--- src/rtl/alu.sv ---
// -----------------------------------------------------------------------------
// alu -- single-cycle registered arithmetic/logic unit.
//
// Every rising clk edge samples in1/in2/alu_opcode and registers the result
// together with a zero flag, so each result appears exactly one cycle after its
// operands are presented. There is no enable or handshake.
//
// Opcodes: 000 PASS, 001 ADD, 010 SUB, 011 AND, 100 OR, 101 XOR,
//          110 SHL (by in2, zero fill), 111 SHR (by in2, zero fill).
//
// Ports:
//   clk         rising-edge clock
//   rst_n       asynchronous active-low reset (out = 0, zero_flag = 1)
//   in1         operand A, unsigned, SIZE bits
//   in2         operand B / shift amount, unsigned, SIZE bits
//   alu_opcode  3-bit operation select
//   out         registered result, SIZE bits
//   zero_flag   registered, 1 when out == 0
//   carry_flag  registered carry/borrow (only when ALU_CARRY_EN is defined)
//
// Build option: define ALU_CARRY_EN to add carry_flag and its logic.
// -----------------------------------------------------------------------------
module alu #(
  parameter int SIZE = 4
) (
  input  logic            clk,
  input  logic            rst_n,
  input  logic [SIZE-1:0] in1,
  input  logic [SIZE-1:0] in2,
  input  logic [2:0]      alu_opcode,
  output logic [SIZE-1:0] out,
  output logic            zero_flag
`ifdef ALU_CARRY_EN
  ,
  output logic            carry_flag
`endif
);

  localparam logic [2:0] OP_PASS = 3'b000;
  localparam logic [2:0] OP_ADD  = 3'b001;
  localparam logic [2:0] OP_SUB  = 3'b010;
  localparam logic [2:0] OP_AND  = 3'b011;
  localparam logic [2:0] OP_OR   = 3'b100;
  localparam logic [2:0] OP_XOR  = 3'b101;
  localparam logic [2:0] OP_SHL  = 3'b110;
  localparam logic [2:0] OP_SHR  = 3'b111;

  logic [SIZE-1:0] and_vec;
  logic [SIZE-1:0] or_vec;
  logic [SIZE-1:0] xor_vec;
  logic [SIZE-1:0] sum_res;
  logic [SIZE-1:0] diff_res;
  logic [SIZE-1:0] shl_res;
  logic [SIZE-1:0] shr_res;
  logic [SIZE-1:0] result_next;
  logic            zero_next;
  logic [SIZE-1:0] out_reg;
  logic            zero_reg;

  // Bitwise operations, one slice per bit.
  genvar gi;
  generate
    for (gi = 0; gi < SIZE; gi++) begin : g_bitwise
      assign and_vec[gi] = in1[gi] & in2[gi];
      assign or_vec[gi]  = in1[gi] | in2[gi];
      assign xor_vec[gi] = in1[gi] ^ in2[gi];
    end
  endgenerate

  // A logical shift by the full SIZE-bit in2 already yields 0 for any
  // amount >= SIZE, so no separate range check is needed.
  assign shr_res = in1 >> in2;

`ifdef ALU_CARRY_EN
  // One-bit-wider datapaths: bit SIZE carries the carry, borrow, or the last
  // bit pushed out past the MSB. For the shift, amounts above SIZE push the
  // original bits beyond bit SIZE, leaving it 0; shift 0 leaves it 0 too.
  logic [SIZE:0] sum_ext;
  logic [SIZE:0] diff_ext;
  logic [SIZE:0] shl_ext;
  logic          carry_next;
  logic          carry_reg;

  assign sum_ext  = {1'b0, in1} + {1'b0, in2};
  assign diff_ext = {1'b0, in1} - {1'b0, in2};
  assign shl_ext  = {1'b0, in1} << in2;
  assign sum_res  = sum_ext[SIZE-1:0];
  assign diff_res = diff_ext[SIZE-1:0];
  assign shl_res  = shl_ext[SIZE-1:0];

  always_comb begin
    carry_next = 1'b0;
    case (alu_opcode)
      OP_ADD:  carry_next = sum_ext[SIZE];
      OP_SUB:  carry_next = diff_ext[SIZE];
      OP_SHL:  carry_next = shl_ext[SIZE];
      default: carry_next = 1'b0;
    endcase
  end

  always_ff @(posedge clk or negedge rst_n) begin
    if (!rst_n) begin
      carry_reg <= 1'b0;
    end else begin
      carry_reg <= carry_next;
    end
  end

  assign carry_flag = carry_reg;
`else
  assign sum_res  = in1 + in2;
  assign diff_res = in1 - in2;
  assign shl_res  = in1 << in2;
`endif

  always_comb begin
    result_next = in1;
    case (alu_opcode)
      OP_PASS: result_next = in1;
      OP_ADD:  result_next = sum_res;
      OP_SUB:  result_next = diff_res;
      OP_AND:  result_next = and_vec;
      OP_OR:   result_next = or_vec;
      OP_XOR:  result_next = xor_vec;
      OP_SHL:  result_next = shl_res;
      OP_SHR:  result_next = shr_res;
      default: result_next = in1;
    endcase
  end

  // Derived from the same combinational result that is loaded into out_reg,
  // so the flag can never disagree with the registered value.
  assign zero_next = (result_next == '0);

  always_ff @(posedge clk or negedge rst_n) begin
    if (!rst_n) begin
      out_reg  <= '0;
      zero_reg <= 1'b1;
    end else begin
      out_reg  <= result_next;
      zero_reg <= zero_next;
    end
  end

  assign out       = out_reg;
  assign zero_flag = zero_reg;

endmodule

--- config.mk ---
export PLATFORM = sky130hd
export DESIGN_NAME = alu
export DESIGN_NICKNAME = d
export VERILOG_FILES = /design/src/rtl/alu.sv
export SDC_FILE = /design/constraint.sdc
export NUM_CORES = 1
export LEC_CHECK = 0
export ABC_AREA = 1
export CORE_UTILIZATION = 55
export DETAILED_ROUTE_END_ITERATION = 8
export GPL_ROUTABILITY_DRIVEN = 1
export GPL_TIMING_DRIVEN = 0
export PLACE_DENSITY = 0.84
export SLEW_MARGIN = 15
export SYNTH_ARGS = -nofsm -noshare
export SYNTH_HDL_FRONTEND = slang
export SYNTH_SLANG_ARGS = --single-unit
--- constraint.sdc ---
create_clock -name clk -period 0.9 [get_ports clk]
set_input_delay 0.18 -clock clk [delete_from_list [all_inputs] [get_ports clk]]
set_output_delay 0.18 -clock clk [all_outputs]
set_load 0.1 [all_outputs]
==> results of run 1 <==
[timing repair]
item,CTS,global route
setup endpoints to repair,10,10
resized for setup,81,19
pin swaps,12,20
setup buffers,4,5
[path summary, 6_finish.rpt]
kind                               start   endpoint  slack [ns]
setup / recovery                  in2[0]  zero_flag       -0.83
hold / removal                     rst_n     out[0]        0.13
max in group asynchronous          rst_n  zero_flag        0.50
min in group clk           alu_opcode[2]     out[1]        0.29
[cells in the final DEF (no fill, tap or decap), types with 2 or more instances in the layout]
cell type / netlist / layout
buf_8: 0 / 2
dfrtp_2: 0 / 4
a21oi_1: 2 / 2
nand2_2: 1 / 9
nand4_1: 2 / 2
buf_4: 1 / 9
ha_4: 0 / 3
xor2_1: 2 / 2
inv_1: 22 / 17
buf_12: 0 / 2
nor2_2: 2 / 6
nor2_1: 23 / 19
dlygate4sd2_1: 0 / 2
o21ai_0: 5 / 4
buf_6: 1 / 6
nand3b_1: 2 / 2
nand3_2: 1 / 2
nand2_1: 44 / 36
ha_1: 13 / 9
buf_2: 0 / 3
clkbuf_4: 0 / 3
inv_2: 3 / 6
nand3_1: 21 / 19
[area by class of cell]
class                           count  area, um^2
Tap cell                           16        20.0
Sequential cell                     5         131
Multi-Input combinational cell    124         776
Buffer                              2        31.3
Inverter                           26         123
Clock buffer                        4        26.3
Fill cell                          82         201
Timing Repair Buffer               25         233
[worst max-delay path: stages]
cell and delay, ns:
buf_8 0.10, buf_12 0.12, inv_8 0.05, ha_4 0.19, nand2_2 0.05, o21ai_2 0.06
fa_2 0.33, xor2_1 0.16, nor2_1 0.08, nor2_1 0.16, nand3_1 0.12, nand2_2 0.10
nand3_2 0.07, nor2_2 0.13
[layer usage]
metal	vias to the layer above	GRT usage, %	part of all wire [%]
li1	549	-	-
met5	-	0	0
met3	17	4.26	8.2
met1	528	41.2	38
met4	0	15.8	4.5
met2	67	55.5	50
[logic make-up (layout without fill, tap and decap cells)]
logic type,count (synthesis),after routing,synth area share [%]
AOI/OAI and AO/OA,8,8,4.74
adders and majority gates,14,14,19.8
and+or+nand+nor,100,100,47.4
xor gates and xnor gates,2,2,1.89
DFF,5,5,13.7
buffers and inverters,28,57,12.6
[report_power, final]
| part | internal (mW) | switching [mW] | leakage, nW |
|---|---|---|---|
| Clock | 0.170 | 0.125 | 0.0150 |
| Sequential | 0.268 | 0.0208 | 0.0546 |
| Combinational | 0.311 | 0.598 | 0.626 |
| Total | 0.748 | 0.744 | 0.696 |
[metrics by stage]
| stage | utilization (%) | std cells | worst slack [ns] | cell area [um^2] | hold slack, ns |
|---|---|---|---|---|---|
| final | 86.9 | 202 | -0.834 | 1340 | 0.130 |
| after global routing | 86.9 | 202 | -0.955 | 1340 | 0.133 |
| after CTS | 81.4 | 197 | -0.665 | 1250 | 0.140 |
| after detailed placement | 76.8 | 189 | -1.54 | 1180 | 0.420 |
| after global placement | 76.8 | 189 | -1.51 | 1180 | 0.404 |
| after floorplan | - | 157 | -0.715 | 1000 | -0.116 |
==> results.json, run 1 <==
{
  "syn2layout_area_growth_pct": 44.9,
  "ios": 18,
  "relSlewSlack_pct": 83.4,
  "grt_usage_pct": 33.0,
  "grt.overflow.total": 0,
  "clockBufferDepth": 2,
  "crit_type": "in -> reg",
  "synth_area_leaders": "nand2_1 18%, ha_1 18%, nand3_1 11%",
  "worstPathArrival_ns": 1.92,
  "grt_pass1_wl_um": 4530,
  "numCtsBuffers": 3,
  "required_ns": 1.09,
  "syn_inst": 157,
  "cp_max_fo": 2,
  "setup_viol": 10,
  "drt-pass1-iter-count": 4,
  "cts_sinks": 5,
  "status": "complete, but fails checks",
  "ant_nets": 0,
  "fp.dieW_um": 43,
  "ys_warn_count": 0,
  "synth.most_common_cell": "nand2_1",
  "fin_crit_ns": 1.73,
  "antenna_found_initial": 0,
  "max_slew.worst_pin.slew_ns": 0.250,
  "ys_seq_area_share_pct": 13.7,
  "finalCritPeriodShare_pct": 193,
  "synth_top_area_share_pct": 17.9,
  "hpwl_um": 1950,
  "fin_total_pwr_mw": 1.49,
  "synth-edff-count": 0,
  "endpoint_kind": "flip-flop",
  "syn_nets": 184,
  "max_clock_freq_ghz": 0.577,
  "postCtsHoldBufs": 0,
  "crit_path_start_kind": "input pin",
  "setup_ws_ns": -0.834,
  "antenna_cells": 0,
  "cts_tree": "yes",
  "drive_gt1_share_pct": 35.5,
  "vias_per_cell": 5.75,
  "ys_seq_elements": 5,
  "yosysTopAreaCell": "nand2_1",
  "hold_class": "in -> async",
  "finalSetupTns_ns": -3.71,
  "nets": 214,
  "vias": 1161,
  "syn_area_um2": 925,
  "drv_slew": 0,
  "clk_pin_slew_worst_paths_ns": 0.06,
  "hold_viol_final": 0,
  "irDropWorstVdd_mv": 0.767,
  "synthTopCellsByCount": "44 x nand2_1, 23 x nor2_1, 22 x inv_1, 21 x nand3_1, 13 x ha_1",
  "async_flop_share_pct": 100,
  "die_area_um2": 1850,
  "drcViolationCount": 0,
  "largest_reg_flops": 4,
  "start_util_pct": 60.0,
  "rsz0062_at_grt": "yes",
  "io_buffers": 16,
  "p_leak_nw": 0.696,
  "failed_checks": "negative setup slack",
  "wl_um": 2950,
  "core_area_um2": 1540,
  "clock-root-buffer": "clkbuf_4",
  "grt_max_degree": 11,
  "first_global_vias": 990,
  "syn_area_per_cell_um2": 5.89,
  "num_rows": 14,
  "maxCapViolCount": 0,
  "wire_per_inst_um": 14.6,
  "fp.dieH_um": 43,
  "globalplace.congestion": 0.947,
  "p_per_area_nw_per_um2": 1110,
  "synth.distinct_cells": 25,
  "h-tree-depth": 1,
  "drt_iter0_drc": 59,
  "synthFlopType": "dfrtp_1"
}
Note: power is estimated with default switching activity, not from simulation.
==> run 2, diff against run 1 <==
--- a/config.mk
+++ b/config.mk
@@ -10,6 +10,7 @@
 export DETAILED_ROUTE_END_ITERATION = 8
 export GPL_ROUTABILITY_DRIVEN = 1
 export GPL_TIMING_DRIVEN = 0
+export MAX_ROUTING_LAYER = met4
 export PLACE_DENSITY = 0.84
 export SLEW_MARGIN = 15
 export SYNTH_ARGS = -nofsm -noshare
==> results.json, run 2 (synthesis gave the netlist of run 1 again) <==
{
  "failed_checks": "negative setup slack",
  "globalplace.congestion": 0.948,
  "drv_slew": 0,
  "fin_crit_ns": 1.67,
  "maxCapViolCount": 0,
  "wl_um": 4000,
  "placed_area_um2": 1180,
  "fp.dieW_um": 43,
  "cp_max_fo": 6,
  "grt.overflow.total": 0,
  "endpoint_kind": "flip-flop",
  "fin_util_pct": 90.7,
  "drt-pass1-iter-count": 8,
  "nets": 213,
  "status": "complete, but fails checks",
  "drt_iter0_drc": 134,
  "syn2layout_area_growth_pct": 51.2,
  "rsz0062_at_grt": "yes",
  "finalInstanceArea_um2": 1400,
  "cts_sinks": 5,
  "drcViolationCount": 0,
  "max_clock_freq_ghz": 0.598,
  "hpwl_um": 1960,
  "required_ns": 1.10,
  "clockBufferDepth": 2,
  "irDropWorstVdd_mv": 0.797,
  "setup_ws_ns": -0.771,
  "clkPwrFrac_pct": 18.4,
  "antenna_found_initial": 0,
  "comb_power_share_pct": 63.3,
  "regArea_um2": 131,
  "final_common_cell": "nand2_1",
  "final_cell_mix": "37 x nand2_1, 20 x nor2_1, 18 x nand3_1",
  "grt_max_degree": 11,
  "cts_tree": "yes",
  "clk_pin_slew_worst_paths_ns": 0.06,
  "multi_input_area_um2": 812,
  "ios": 18,
  "hold_viol_final": 0,
  "numCtsBuffers": 3,
  "num_rows": 14,
  "crit_type": "in -> reg",
  "clock-root-buffer": "clkbuf_4",
  "start_util_pct": 60.0,
  "vias": 1334,
  "intPower_uw": 784,
  "place_ws_ns": -1.54,
  "io_buffers": 16,
  "antenna_cells": 0,
  "nFillCells": 76,
  "p_per_area_nw_per_um2": 1160,
  "drive_gt1_share_pct": 38.4,
  "fp.dieH_um": 43,
  "finalSetupTns_ns": -3.89,
  "setup_viol": 10,
  "finalCritPeriodShare_pct": 186,
  "grt_usage_pct": 33.8,
  "crit_path_start_kind": "input pin",
  "crit_path_start": "in1[1]",
  "seqPwrFrac_pct": 18.3,
  "h-tree-depth": 1,
  "ant_nets": 0,
  "grt_pass1_wl_um": 4530,
  "hold_class": "in -> async",
  "p_leak_nw": 0.708,
  "swShare_pct": 51.5,
  "wire_per_inst_um": 19.9,
  "core_area_um2": 1540,
  "first_global_vias": 1042,
  "worstPathArrival_ns": 1.87,
  "vias_per_cell": 6.64,
  "power_switching_uw": 832,
  "relSlewSlack_pct": 78.2,
  "largest_reg_flops": 4,
  "die_area_um2": 1850,
  "max_slew.worst_pin.slew_ns": 0.326
}
## run 2: per-layer routing
layer | global-route usage [%] | up-vias | routed length (um)
li1 | - | 545 | -
met1 | 39.1 | 596 | 1250
met5 | - | - | 0
met3 | 4.68 | 51 | 532
met4 | 12.7 | 0 | 390
met2 | 58.8 | 142 | 1830
## run 2: area by class of cell
type,count,area share [%]
plain buffers,2,2.24
clock buffers,3,1.61
clock inverters,1,0.358
inverters,26,9.31
multi-input cells,124,58.1
flip-flops and latches,5,9.40
well taps,16,1.43
repair buffers,24,17.5
## run 2: path summary, 6_finish.rpt
kind | depth (start not counted) | endpoint | slack, ns
worst max-delay path | 10 | zero_flag | -0.77
worst min-delay path | 1 | out[3] | 0.16
max in group asynchronous | 1 | zero_flag | 0.47
min in group clk | 3 | out[3] | 0.32
## run 2: power groups by stage
stage          registers [mW]  clock network (mW)  logic (mW)
6_report                0.295               0.297        1.02
2_1_floorplan           0.527                   0       0.322
3_5_place_dp            0.282                   0       0.793
3_3_place_gp            0.277                   0       0.769
5_1_grt                 0.295               0.312        1.08
4_1_cts                 0.292               0.273       0.878
## run 2: per-stage QoR
stage,power [mW],instances,hold slack [ns]
final,1.62,201,0.156
after global routing,1.69,201,0.174
after floorplan,0.849,157,-0.116
after detailed placement,1.08,189,0.415
after global placement,1.05,189,0.404
after CTS,1.44,199,0.149
## run 2: repair_timing
| action | CTS | global route |
|---|---|---|
| pin swaps | 19 | 16 |
| hold buffers | 0 | 0 |
| gates resized for setup | 92 | 25 |
| buffers inserted | 6 | 3 |
| endpoints found under the setup margin | 10 | 10 |
## run 2: worst max-delay path: stages
cell             delay [ns]
clkdlybuf4s15_1        0.35
inv_1                  0.18
fa_2                   0.43
xor2_2                 0.13
nor2_1                 0.07
nor2_1                 0.15
nand3_1                0.10
nand2_1                0.09
nand3_1                0.09
nor2_1                 0.11
==> run 3, diff against run 2 <==
--- a/config.mk
+++ b/config.mk
@@ -6,12 +6,12 @@
 export NUM_CORES = 1
 export LEC_CHECK = 0
 export ABC_AREA = 1
-export CORE_UTILIZATION = 55
+export CORE_UTILIZATION = 51
 export DETAILED_ROUTE_END_ITERATION = 8
 export GPL_ROUTABILITY_DRIVEN = 1
 export GPL_TIMING_DRIVEN = 0
 export MAX_ROUTING_LAYER = met4
-export PLACE_DENSITY = 0.84
+export PLACE_DENSITY = 0.79
 export SLEW_MARGIN = 15
 export SYNTH_ARGS = -nofsm -noshare
 export SYNTH_HDL_FRONTEND = slang
==> constraint.sdc (replaced) <==
create_clock -name clk -period 1.62 [get_ports clk]
set_input_delay 0.324 -clock clk [delete_from_list [all_inputs] [get_ports clk]]
set_output_delay 0.324 -clock clk [all_outputs]
set_load 0.1 [all_outputs]
==> results.json, run 3 (synthesis gave the netlist of run 1 again) <==
{
  "crit_type": "in -> reg",
  "hpwl_um": 1920,
  "crit_family": "simple AND/OR/NAND/NOR gates",
  "antenna_found_initial": 0,
  "syn2layout_area_growth_pct": 38.0,
  "cp_slowest_cell": "ha_1",
  "io_buffers": 16,
  "grt.overflow.total": 0,
  "slowest_delay_ns": 0.35,
  "failed_checks": "negative setup slack",
  "clockBufferDepth": 2,
  "place_ws_ns": -1.04,
  "timing.critical_path.mode_cell": "nor2_1",
  "antenna_cells": 0,
  "cp_max_fo": 3,
  "fp.dieH_um": 44.6,
  "fin_total_pwr_uw": 749,
  "crit_path_start_kind": "input pin",
  "p_per_area_nw_per_um2": 587,
  "nets": 215,
  "crit_path_start": "in2[0]",
  "num_rows": 15,
  "fin_crit_ns": 1.78,
  "ios": 18,
  "maxCapViolCount": 0,
  "fin_util_pct": 74.7,
  "whs_ns": 0.292,
  "numCtsBuffers": 3,
  "relSlewSlack_pct": 64.0,
  "drv_slew": 0,
  "globalplace.congestion": 0.989,
  "die_area_um2": 1990,
  "clk_pin_slew_worst_paths_ns": 0.05,
  "swShare_pct": 49.2,
  "final_cell_mix": "41 x nand2_1, 23 x nor2_1, 21 x nand3_1",
  "grt_max_degree": 9,
  "fp.dieW_um": 44.6,
  "required_ns": 1.80,
  "rsz0062_at_grt": "yes",
  "seqPwrFrac_pct": 20.0,
  "cp.depth": 15,
  "path_cells": "buf_8, buf_12, inv_8, ha_4, inv_2, nand2_2, xor2_1, ha_1, xor2_1, nor2_1, nor2_1, nand3_1, nand2_1, nand3_1, nor2_1",
  "power_switching_uw": 369,
  "drt-pass1-iter-count": 4,
  "final_cell_count_no_fill": 212,
  "setup_viol": 4,
  "clock-root-buffer": "clkbuf_4",
  "clkPwrFrac_pct": 19.8,
  "vias": 1097,
  "final_common_cell": "nand2_1",
  "hold_viol_final": 0,
  "h-tree-depth": 1,
  "vias_per_cell": 5.17,
  "cts_tree": "yes",
  "comb_power_share_pct": 60.3,
  "path_buf_inv": 4,
  "start_util_pct": 54.1,
  "irDropWorstVdd_mv": 0.484,
  "dpl.cell_count": 198,
  "ant_nets": 0,
  "setup_ws_ns": -0.157,
  "intPower_uw": 380,
  "wire_per_inst_um": 11.5,
  "grt_pass1_wl_um": 4150,
  "largest_reg_flops": 4,
  "finalCritPeriodShare_pct": 110,
  "wl_um": 2440,
  "drcViolationCount": 0,
  "max_slew.worst_pin.slew_ns": 0.543,
  "worstPathArrival_ns": 1.96,
  "drive_gt1_share_pct": 23.5,
  "cts_sinks": 5,
  "endpoint": "zero_flag",
  "grt_usage_pct": 29.5,
  "status": "complete, but fails checks",
  "first_global_vias": 979,
  "endpoint_kind": "flip-flop",
  "hold_class": "in -> async",
  "drt_iter0_drc": 38,
  "postCtsHoldBufs": 0,
  "core_area_um2": 1710,
  "max_clock_freq_ghz": 0.563,
  "p_leak_nw": 0.706
}
[run 3: changes by cell type in the layout (fill, tap and decap cells not counted), sizes merged]
| cell | delta |
|---|---|
| clkinv | -2 |
| clkdlybuf4s50 | +1 |
| inv | +1 |
| dlymetal6s2s | +2 |
| clkdlybuf4s15 | +4 |
| buf | -4 |
[run 3: cell type report]
| class | count | area [um^2] |
|---|---|---|
| multi-input cells | 124 | 718 |
| flip-flops and latches | 5 | 126 |
| inverters | 26 | 111 |
| plain buffers | 2 | 31.3 |
| well taps | 25 | 31.3 |
| fillers | 144 | 432 |
| repair buffers | 26 | 231 |
| clock buffers | 4 | 26.3 |
[run 3: worst min-delay path by stage]
| stage | from | to | cells past startpoint |
|---|---|---|---|
| 2_1_floorplan | rst_n | out[0] | 0 |
| 3_3_place_gp | rst_n | out[0] | 1 |
| 3_5_place_dp | rst_n | out[0] | 1 |
| 4_1_cts | rst_n | out[0] | 1 |
| 5_1_grt | rst_n | out[0] | 1 |
| 6_report | rst_n | out[0] | 1 |
[run 3: per-stage QoR]
stage	instance area [um^2]	TNS, ns
after floorplan	973	-0.326
final	1280	-0.354
after global routing	1280	-0.746
after global placement	1160	-4.80
after CTS	1270	-0.264
after detailed placement	1160	-5.07
[run 3: power groups by stage]
stage                     clock network (mW)  logic (mW)  registers, mW
after floorplan                            0       0.176          0.289
after global placement                     0       0.426          0.151
after detailed placement                   0       0.437          0.152
after CTS                              0.155       0.447          0.150
after global routing                   0.164       0.490          0.151
final                                  0.148       0.452          0.150
[run 3: what timing repair did]
item / CTS / global route
pin swaps: 10 / 5
setup endpoints to repair: 10 / 5
buffers inserted: 10 / 0
gates resized for setup: 48 / 5
[run 3: metal layers]
layer | track usage (%) | vias up | share of wire, %
met1 | 35.3 | 488 | 40
met3 | 8.16 | 8 | 7.3
met2 | 47.4 | 46 | 50
met4 | 10.3 | 0 | 2.6
met5 | - | - | 0
li1 | - | 555 | -
